**config.mk**
```make
export PLATFORM = sky130hd
export DESIGN_NAME = nf10_pkt_stats_tap
export DESIGN_NICKNAME = d
export VERILOG_FILES = /design/src/rtl/nf10_pkt_stats_tap.sv
export SDC_FILE = /design/constraint.sdc
export NUM_CORES = 2
export LEC_CHECK = 0
export ABC_CLOCK_PERIOD_IN_PS = 10100
export BUFFER_PORTS_ARGS = -buffer_cell sky130_fd_sc_hd__buf_4
export CAP_MARGIN = 20
export CELL_PAD_IN_SITES_DETAIL_PLACEMENT = 0
export CELL_PAD_IN_SITES_GLOBAL_PLACEMENT = 1
export CORE_AREA = 10 10 393 395
export DETAILED_ROUTE_END_ITERATION = 7
export DIE_AREA = 0 0 403 405
export MAX_ROUTING_LAYER = met4
export PLACE_DENSITY_LB_ADDON = 0.1
export SLEW_MARGIN = 0
export SYNTH_ARGS = -nofsm -noshare
export SYNTH_HDL_FRONTEND = slang
export SYNTH_SLANG_ARGS = --single-unit
```
**constraint.sdc**
```tcl
create_clock -name axi_aclk -period 10.1 [get_ports axi_aclk]
set_input_delay 2.525 -clock axi_aclk [delete_from_list [all_inputs] [get_ports axi_aclk]]
set_output_delay 2.525 -clock axi_aclk [all_outputs]
set_load 0.05 [all_outputs]
```
**src/rtl/nf10_pkt_stats_tap.sv**
```systemverilog
// nf10_pkt_stats_tap: inline AXI4-Stream tap with a 2-entry skid buffer and
// post-cut packet statistics (packet count, byte count, max packet length).
// Optional feature: define PKT_STATS_TSTRB_CHECK_EN to build the malformed
// TSTRB checker behind err_count; otherwise err_count is tied to zero.
module nf10_pkt_stats_tap #(
  parameter int C_AXIS_DATA_WIDTH  = 256,
  parameter int C_AXIS_TUSER_WIDTH = 128,
  parameter int COUNT_WIDTH        = 64
) (
  input  logic                            axi_aclk,
  input  logic                            axi_resetn,
  input  logic [C_AXIS_DATA_WIDTH-1:0]    s_axis_tdata,
  input  logic [C_AXIS_DATA_WIDTH/8-1:0]  s_axis_tstrb,
  input  logic [C_AXIS_TUSER_WIDTH-1:0]   s_axis_tuser,
  input  logic                            s_axis_tvalid,
  input  logic                            s_axis_tlast,
  output logic                            s_axis_tready,
  output logic [C_AXIS_DATA_WIDTH-1:0]    m_axis_tdata,
  output logic [C_AXIS_DATA_WIDTH/8-1:0]  m_axis_tstrb,
  output logic [C_AXIS_TUSER_WIDTH-1:0]   m_axis_tuser,
  output logic                            m_axis_tvalid,
  output logic                            m_axis_tlast,
  input  logic                            m_axis_tready,
  input  logic                            stats_clear,
  input  logic                            stats_freeze,
  output logic [COUNT_WIDTH-1:0]          pkt_count,
  output logic [COUNT_WIDTH-1:0]          byte_count,
  output logic [15:0]                     max_pkt_len,
  output logic [31:0]                     err_count
);

  localparam int STRB_W = C_AXIS_DATA_WIDTH / 8;
  localparam int BB_W   = $clog2(STRB_W) + 1;

  localparam logic [1:0] OCC_EMPTY = 2'd0;
  localparam logic [1:0] OCC_ONE   = 2'd1;
  localparam logic [1:0] OCC_FULL  = 2'd2;

  // Number of enabled byte lanes in a beat.
  function automatic logic [BB_W-1:0] popcount(input logic [STRB_W-1:0] v);
    logic [BB_W-1:0] c;
    c = '0;
    for (int i = 0; i < STRB_W; i++) begin
      c = c + {{(BB_W-1){1'b0}}, v[i]};
    end
    return c;
  endfunction

  // 16-bit length accumulate that sticks at 0xFFFF instead of wrapping.
  function automatic logic [15:0] sat_add16(input logic [15:0] a, input logic [BB_W-1:0] b);
    logic [16:0] s;
    s = {1'b0, a} + 17'(b);
    return s[16] ? 16'hFFFF : s[15:0];
  endfunction

  // Skid buffer state: slot A drives the master side, slot B absorbs one overflow beat.
  logic [1:0]                    occ_q, occ_d;
  logic                          s_ready_q;
  logic                          a_valid_q;
  logic [C_AXIS_DATA_WIDTH-1:0]  a_data_q, b_data_q;
  logic [STRB_W-1:0]             a_strb_q, b_strb_q;
  logic [C_AXIS_TUSER_WIDTH-1:0] a_user_q, b_user_q;
  logic                          a_last_q, b_last_q;

  logic in_hs_s, out_hs_s;
  logic a_ld_in_s, a_ld_b_s, b_ld_s;

  assign in_hs_s  = s_axis_tvalid & s_ready_q;
  assign out_hs_s = a_valid_q & m_axis_tready;

  assign s_axis_tready = s_ready_q;
  assign m_axis_tvalid = a_valid_q;
  assign m_axis_tdata  = a_data_q;
  assign m_axis_tstrb  = a_strb_q;
  assign m_axis_tuser  = a_user_q;
  assign m_axis_tlast  = a_last_q;

  // Occupancy next-state and slot load selection.
  always_comb begin
    occ_d     = occ_q;
    a_ld_in_s = 1'b0;
    a_ld_b_s  = 1'b0;
    b_ld_s    = 1'b0;
    case (occ_q)
      OCC_EMPTY: begin
        if (in_hs_s) begin
          occ_d     = OCC_ONE;
          a_ld_in_s = 1'b1;
        end else begin
          occ_d = OCC_EMPTY;
        end
      end
      OCC_ONE: begin
        if (in_hs_s && !out_hs_s) begin
          occ_d  = OCC_FULL;
          b_ld_s = 1'b1;
        end else if (out_hs_s && !in_hs_s) begin
          occ_d = OCC_EMPTY;
        end else if (in_hs_s && out_hs_s) begin
          occ_d     = OCC_ONE;
          a_ld_in_s = 1'b1;
        end else begin
          occ_d = OCC_ONE;
        end
      end
      OCC_FULL: begin
        if (out_hs_s) begin
          occ_d    = OCC_ONE;
          a_ld_b_s = 1'b1;
        end else begin
          occ_d = OCC_FULL;
        end
      end
      default: begin
        occ_d = OCC_EMPTY;
      end
    endcase
  end

  // Skid buffer registers; ready and valid are registered from the next occupancy.
  always_ff @(posedge axi_aclk or negedge axi_resetn) begin
    if (!axi_resetn) begin
      occ_q     <= OCC_EMPTY;
      s_ready_q <= 1'b0;
      a_valid_q <= 1'b0;
      a_data_q  <= '0;
      a_strb_q  <= '0;
      a_user_q  <= '0;
      a_last_q  <= 1'b0;
      b_data_q  <= '0;
      b_strb_q  <= '0;
      b_user_q  <= '0;
      b_last_q  <= 1'b0;
    end else begin
      occ_q     <= occ_d;
      s_ready_q <= (occ_d != OCC_FULL);
      a_valid_q <= (occ_d != OCC_EMPTY);
      if (a_ld_in_s) begin
        a_data_q <= s_axis_tdata;
        a_strb_q <= s_axis_tstrb;
        a_user_q <= s_axis_tuser;
        a_last_q <= s_axis_tlast;
      end else if (a_ld_b_s) begin
        a_data_q <= b_data_q;
        a_strb_q <= b_strb_q;
        a_user_q <= b_user_q;
        a_last_q <= b_last_q;
      end
      if (b_ld_s) begin
        b_data_q <= s_axis_tdata;
        b_strb_q <= s_axis_tstrb;
        b_user_q <= s_axis_tuser;
        b_last_q <= s_axis_tlast;
      end
    end
  end

  // Statistics state.
  logic [15:0]            cur_len_q, cur_len_d;
  logic [COUNT_WIDTH-1:0] pkt_q, pkt_d;
  logic [COUNT_WIDTH-1:0] bytes_q, bytes_d;
  logic [15:0]            max_q, max_d;
  logic [BB_W-1:0]        beat_bytes_s;
  logic [15:0]            len_s;

  assign beat_bytes_s = popcount(s_axis_tstrb);
  assign len_s        = sat_add16(cur_len_q, beat_bytes_s);

  assign pkt_count   = pkt_q;
  assign byte_count  = bytes_q;
  assign max_pkt_len = max_q;

  // Packet length tracking (ignores freeze/clear so boundaries stay aligned) and counter updates.
  always_comb begin
    cur_len_d = cur_len_q;
    pkt_d     = pkt_q;
    bytes_d   = bytes_q;
    max_d     = max_q;
    if (in_hs_s) begin
      cur_len_d = s_axis_tlast ? 16'd0 : len_s;
    end else begin
      cur_len_d = cur_len_q;
    end
    if (stats_clear) begin
      pkt_d   = '0;
      bytes_d = '0;
      max_d   = 16'd0;
    end else if (stats_freeze) begin
      pkt_d   = pkt_q;
      bytes_d = bytes_q;
      max_d   = max_q;
    end else if (in_hs_s && s_axis_tlast) begin
      pkt_d   = pkt_q + {{(COUNT_WIDTH-1){1'b0}}, 1'b1};
      bytes_d = bytes_q + COUNT_WIDTH'(len_s);
      max_d   = (len_s > max_q) ? len_s : max_q;
    end else begin
      pkt_d   = pkt_q;
      bytes_d = bytes_q;
      max_d   = max_q;
    end
  end

  // Statistics registers.
  always_ff @(posedge axi_aclk or negedge axi_resetn) begin
    if (!axi_resetn) begin
      cur_len_q <= 16'd0;
      pkt_q     <= '0;
      bytes_q   <= '0;
      max_q     <= 16'd0;
    end else begin
      cur_len_q <= cur_len_d;
      pkt_q     <= pkt_d;
      bytes_q   <= bytes_d;
      max_q     <= max_d;
    end
  end

`ifdef PKT_STATS_TSTRB_CHECK_EN
  // A beat is malformed if TSTRB is empty, not a low-aligned mask, or partial on a non-last beat.
  function automatic logic strb_malformed(input logic [STRB_W-1:0] s, input logic last);
    logic contig;
    contig = ((s & (s + {{(STRB_W-1){1'b0}}, 1'b1})) == {STRB_W{1'b0}});
    return (s == {STRB_W{1'b0}}) | ~contig | (~last & (s != {STRB_W{1'b1}}));
  endfunction

  logic [31:0] err_q, err_d;

  assign err_count = err_q;

  // Saturating malformed-beat counter with the same clear/freeze priority as the other counters.
  always_comb begin
    err_d = err_q;
    if (stats_clear) begin
      err_d = 32'd0;
    end else if (stats_freeze) begin
      err_d = err_q;
    end else if (in_hs_s && strb_malformed(s_axis_tstrb, s_axis_tlast) && (err_q != 32'hFFFF_FFFF)) begin
      err_d = err_q + 32'd1;
    end else begin
      err_d = err_q;
    end
  end

  // Malformed-beat counter register.
  always_ff @(posedge axi_aclk or negedge axi_resetn) begin
    if (!axi_resetn) begin
      err_q <= 32'd0;
    end else begin
      err_q <= err_d;
    end
  end
`else
  assign err_count = 32'd0;
`endif

endmodule

```
# Yosys cells after proc, flatten, opt, wreduce, memory -nomap -nowiden
# Cells that the tools add are included.
[word_totals] register_bits=998 in_bits=423 word_cells=103
[op_classes] n_addsub=34 n_lt_le_gt_ge=1 eq_ne=4 n_mux=34 n_bitwise=2 reduce_logical=13
[op_table] cell="$mux W256" count=2
[op_table] cell="$mux W64" count=6
[op_table] cell="$mux W128" count=2
[op_table] cell="$add A6 B1 Y6" count=26
[op_table] cell="$mux W16" count=6
[op_table] cell="$add A64 B1 Y64 const B" count=1
[op_table] cell="$add A64 B16 Y64" count=1
[op_table] cell="$mux W32" count=2
[op_table] cell="$add A16 B6 Y17" count=1
[op_table] cell="$gt A16 B16 Y1" count=1
[op_table] cell="$mux W1" count=12
[op_table] cell="$reduce_bool A2 Y1" count=4
[op_table] cell="$add A5 B1 Y6" count=1
[op_table] cell="$pmux W2 S3" count=1
[op_table] cell="$add A4 B1 Y5" count=1
[op_table] cell="$add A3 B1 Y4" count=1
[op_table] cell="$logic_and A1 B1 Y1" count=4
[op_table] cell="$mux W2" count=2
[op_table] cell="$ne A2 B2 Y1 const B" count=2
[op_table] cell="$add A2 B1 Y3" count=1
[op_table] cell="$reduce_and A3 Y1" count=1
[op_table] cell="$add A1 B1 Y2" count=1
[op_table] cell="$and A1 B1 Y1" count=2
[op_table] cell="$eq A2 B1 Y1 const B" count=1
[op_table] cell="5 further kinds" count=6

# Logic depth before layout (Yosys ltp)
[depth] depth_word=38 depth_mapped=27 depth_no_buf=24

# Least setup slack after synthesis
# OpenSTA, ideal clock, no wires.
[synth_path] path_kind="in2reg" from="input port s_axis_tstrb[0]" to="register bytes_q[39], in the netlist byte_count[39]" t_arrival_ns=9.195 t_required_ns=9.975 path_slack_ns=0.780 stages=22 path_buffers=1 path_cell_list="fa_1 -> inv_1 -> fa_1 -> fa_1 -> fa_1 -> fa_1 -> fa_1 -> fa_1 -> inv_1 -> fa_1 -> a211oi_1 -> o21ai_1 -> nand4_1 -> clkbuf_1 -> nand2_1 -> ha_1 -> and3_1 -> a21bo_2 -> a31oi_4 -> nand4_4 -> a2111o_1 -> mux2_4"
[synth_via] elab_chain_cells=37
[synth_lines] element="start, declared" line="13" text="input logic [C_AXIS_DATA_WIDTH/8-1:0] s_axis_tstrb,"
[synth_lines] element="$add A1 B1 Y2" line="44" text="c = c + {{(BB_W-1){1'b0}}, v[i]};"
[synth_lines] element="$add A2 B1 Y3" line="44"
[synth_lines] element="$add A3 B1 Y4" line="44"
[synth_lines] element="$add A4 B1 Y5" line="44"
[synth_lines] element="$add A5 B1 Y6" line="44"
[synth_lines] element="$add A6 B1 Y6 (26 in a row)" line="44"
[synth_lines] element="$add A16 B6 Y17" line="52" text="s = {1'b0, a} + 17'(b);"
[synth_lines] element="$mux W16" line="53" text="return s[16] ? 16'hFFFF : s[15:0];"
[synth_lines] element="$add A64 B16 Y64" line="194" text="bytes_d = bytes_q + COUNT_WIDTH'(len_s);"
[synth_lines] element="$mux W64" line="192" text="end else if (in_hs_s && s_axis_tlast) begin"
[synth_lines] element="$mux W64" line="188" text="end else if (stats_freeze) begin"
[synth_lines] element="$mux W64" line="184" text="if (stats_clear) begin"
[synth_lines] element="end signal, assigned" line="213" text="bytes_q <= bytes_d;"
[synth_lines] element="end, declared" line="161" text="logic [COUNT_WIDTH-1:0] bytes_q, bytes_d;"
# No other way between the ends. The select of a mux whose other input is x is not followed.
# A chain may end at the register's enable or synchronous reset.

# Final worst setup path
[layout_path] from="input port s_axis_tstrb[0]" to="register bytes_q[19], in the netlist byte_count[19]"
# The elaborated chain is that of the path after synthesis.

==> impl_metrics.json <==
{
  "skew_ns": 0.0498,
  "avgSynthCellArea_um2": 11.2,
  "maxCapViolCount": 0,
  "clk_latency_ns": 0.74,
  "async_flop_share_pct": 100,
  "drive_gt1_share_pct": 34.2,
  "status": "finished clean",
  "synth_area_um2": 44200,
  "min_period_ns": 9.45,
  "crit_buf_inv": 5,
  "die_h_um": 405,
  "antenna_found_initial": 43,
  "setup-violations-final": 0,
  "final_util_pct": 39.3,
  "ff2ff_setup_slack_ns": 2.71,
  "slew_viol_final": 0,
  "hold_viol": 0,
  "hold_buffers": 0,
  "synth_seq_cells": 998,
  "post-place-ws_ns": 0.0349,
  "synth_enable_flop_cells": 0,
  "wl_per_cell_um": 24.1,
  "worstHoldStart": "b_data_q[172]",
  "max_clock_freq_ghz": 0.106,
  "drc": 0,
  "gp_congestion": 0.827,
  "synth_largest_area_cell": "dfrtp_1",
  "crit_fanout": 8,
  "viasPerCell": 4.86,
  "p_leak_uw": 0.0269,
  "ant_nets": 0,
  "cts_setup_buffers": 0,
  "ctsResizeCount": 0,
  "max_slew_margin_pct": 22.6,
  "crit_path_start": "s_axis_tstrb[0]",
  "syn_inst": 3943,
  "path_clk_slew_ns": 0.06,
  "io_buffers": 985,
  "ys_top_cells_by_area": "dfrtp_1 (56%), mux2_2 (11%), a22oi_1 (7.1%)",
  "root_buffer": "clkbuf_16",
  "design.die.area_um2": 163000,
  "tightest_slew_ns": 1.16,
  "die-width_um": 403,
  "path_delay_family": "adder cells",
  "numClockSinks": 998,
  "worstSetupPathType": "input port to flop",
  "finalNetCount": 5381,
  "synth.top_cell.area_share_pct": 56.5,
  "synth.distinct_cells": 89,
  "row_count": 141,
  "setup_slack_ns": 0.647,
  "grt.total_usage_pct": 20.2,
  "drt-initial-drc-count": 2167,
  "dr_total_vias": 33700,
  "timing.setup.tns_ns": 0,
  "ir_drop_v": 0.000403,
  "min_path_type": "flop to flop",
  "yosysSeqAreaShare_pct": 56.5,
  "cts_made_buffers": 117,
  "start_util_pct": 30.1,
  "critPathSlowestCell": "a211oi_1",
  "htree_levels": 3,
  "fillCellCount": 14500,
  "timing.rr.start": "cur_len_q[0]",
  "clk_path_buf_depth": 3,
  "grt_pass1_vias": 34100,
  "wl_mm": 167,
  "slowest_delay_ns": 0.70,
  "ys.flop_type": "dfrtp_1",
  "fin_crit_sh_pct": 93.6,
  "rsz0062_at_grt": "no",
  "crit_path_start_kind": "input port",
  "cp_common_cell": "fa_1",
  "hpwlAfterDp_mm": 118,
  "grt_first_pass_wirelength_mm": 243,
  "worstSetupEndpointType": "flop",
  "crit_required_ns": 10.67,
  "tritoncts": "done",
  "hold_ws_ns": 0.478,
  "boundaryPins": 1018,
  "yosys_warnings": 0,
  "syn_to_final_growth_pct": 30.6,
  "coreArea_um2": 147000,
  "power_per_cell_area_nw_per_um2": 379,
  "cp_cell_sequence": "buf_4, fa_1, inv_1, fa_1, fa_1, fa_1, fa_1, fa_1, fa_1, inv_1, fa_1, a211oi_1, o21ai_1, buf_4, nand3_1, o31ai_1, inv_1, ha_1, a21oi_1, o211a_1, o21ai_0, a211oi_1, nor3_1, mux2_2",
  "grt.overflow.total": 0,
  "drt_pass1_iterations": 5,
  "grt_start_max_net_pins": 155,
  "cp.arrival_ns": 10.03
}
[power breakdown]
part	switching [µW]	internal, µW
clock network	1810	2530
logic	7170	3680
registers	943	5740
[metal layers]
| layer | global-route usage, % | share of wire, % |
|---|---|---|
| met3 | 6.27 | 7.1 |
| met1 | 24.4 | 42 |
| met4 | 5.39 | 2.5 |
| met5 | - | 0 |
| met2 | 32.8 | 49 |
[cell families (layout without fill, tap and decap cells)]
family,count (synthesis),count (layout),share of synthesized area (%)
buffers and inverters,771,1772,6.95
AND/OR/NAND/NOR,482,482,5.64
multiplexers,423,423,10.8
adder cells (fa/ha/maj),79,79,2.69
flip-flops,998,998,56.5
AO/OA/AOI/OAI,1110,1110,15.9
other,1,68,0.00848
XOR/XNOR,79,79,1.57
[stage by stage]
stage               power, µW  cells  cell area (µm²)
floorplan               13700   3974            44300
global placement        17600   6688            53700
detailed placement      17700   6689            53700
CTS                     22200   6904            57600
global route            23200   6940            57700
finish                  21900   6941            57700
[state kept, by name, indices dropped and copies added, names as in the netlist]
signal	flops
m_axis_tdata	256
b_user_q	128
pkt_count	64
b_strb_q	32
m_axis_tlast	1
b_data_q	256
b_last_q	1
occ_q	2
m_axis_tuser	128
m_axis_tstrb	32
s_axis_tready	1
byte_count	64
cur_len_q	16
m_axis_tvalid	1
max_pkt_len	16
[cell type report]
cell class,count,area (µm²),share of cell area [%]
Antenna cell,36,90.1,0.156
Timing Repair Buffer,1052,8120,14.1
Clock buffer,173,3440,5.95
Sequential cell,998,25000,43.3
Tap cell,1930,2410,4.18
Multi-Input combinational cell,2205,16300,28.3
Clock inverter,42,499,0.865
Inverter,505,1900,3.28
[Yosys cell counts, types with 5 or more instances]
cell,count
dfrtp_1,998
inv_1,504
o21ai_0,483
mux2_2,421
a22oi_1,419
clkbuf_1,199
nor2_1,119
nand2_1,100
a21oi_1,86
nand3_1,72
ha_1,52
xor2_1,49
nand4_1,36
buf_4,35
xnor2_1,30
fa_1,27
nor3_1,26
nor2b_1,20
and3_1,19
buf_2,19
or3_1,16
a211oi_1,14
and4_1,13
a21o_1,11
and2_1,11
o31ai_1,11
o211ai_1,10
o21a_1,10
buf_1,9
or4_1,9
a22o_1,8
nand2b_1,7
or2_2,6
o2111ai_1,5
or3_2,5
[final timing paths]
path / cells after the start / end
setup / recovery: 24 / byte_count[19]
hold / removal: 2 / m_axis_tdata[172]
setup reg to reg: 22 / byte_count[19]
hold reg to reg: 2 / m_axis_tdata[172]
max in group asynchronous: 3 / cur_len_q[14]
min in group asynchronous: 1 / m_axis_tdata[211]
[worst min-delay path: cells and delay by family (launching register included)]
kind	cells	cell delay [ns]
DFF	1	0.34
AOI/OAI and AO/OA	2	0.13
[cell usage in the layout, fill, tap and decap left out, types with 19 or more instances in the layout]
master     netlist  layout
clkbuf_1       199      26
xor2_1          49      49
inv_1          504     504
o21ai_0        483     482
mux2_2         421     421
nand2_1        100     100
nor2_1         119     117
a22oi_1        419     419
clkinv_2         0      25
ha_1            52      52
nand3_1         72      72
dfrtp_1        998     998
nand4_1         36      36
nor3_1          26      25
conb_1           1      32
and3_1          19      19
a21oi_1         86      86
xnor2_1         30      30
fa_1            27      27
diode_2          0      36
buf_4           35    1034
clkbuf_16        0     117
clkbuf_8         0      30
nor2b_1         20      20
Power figures use the tool's default switching activity.
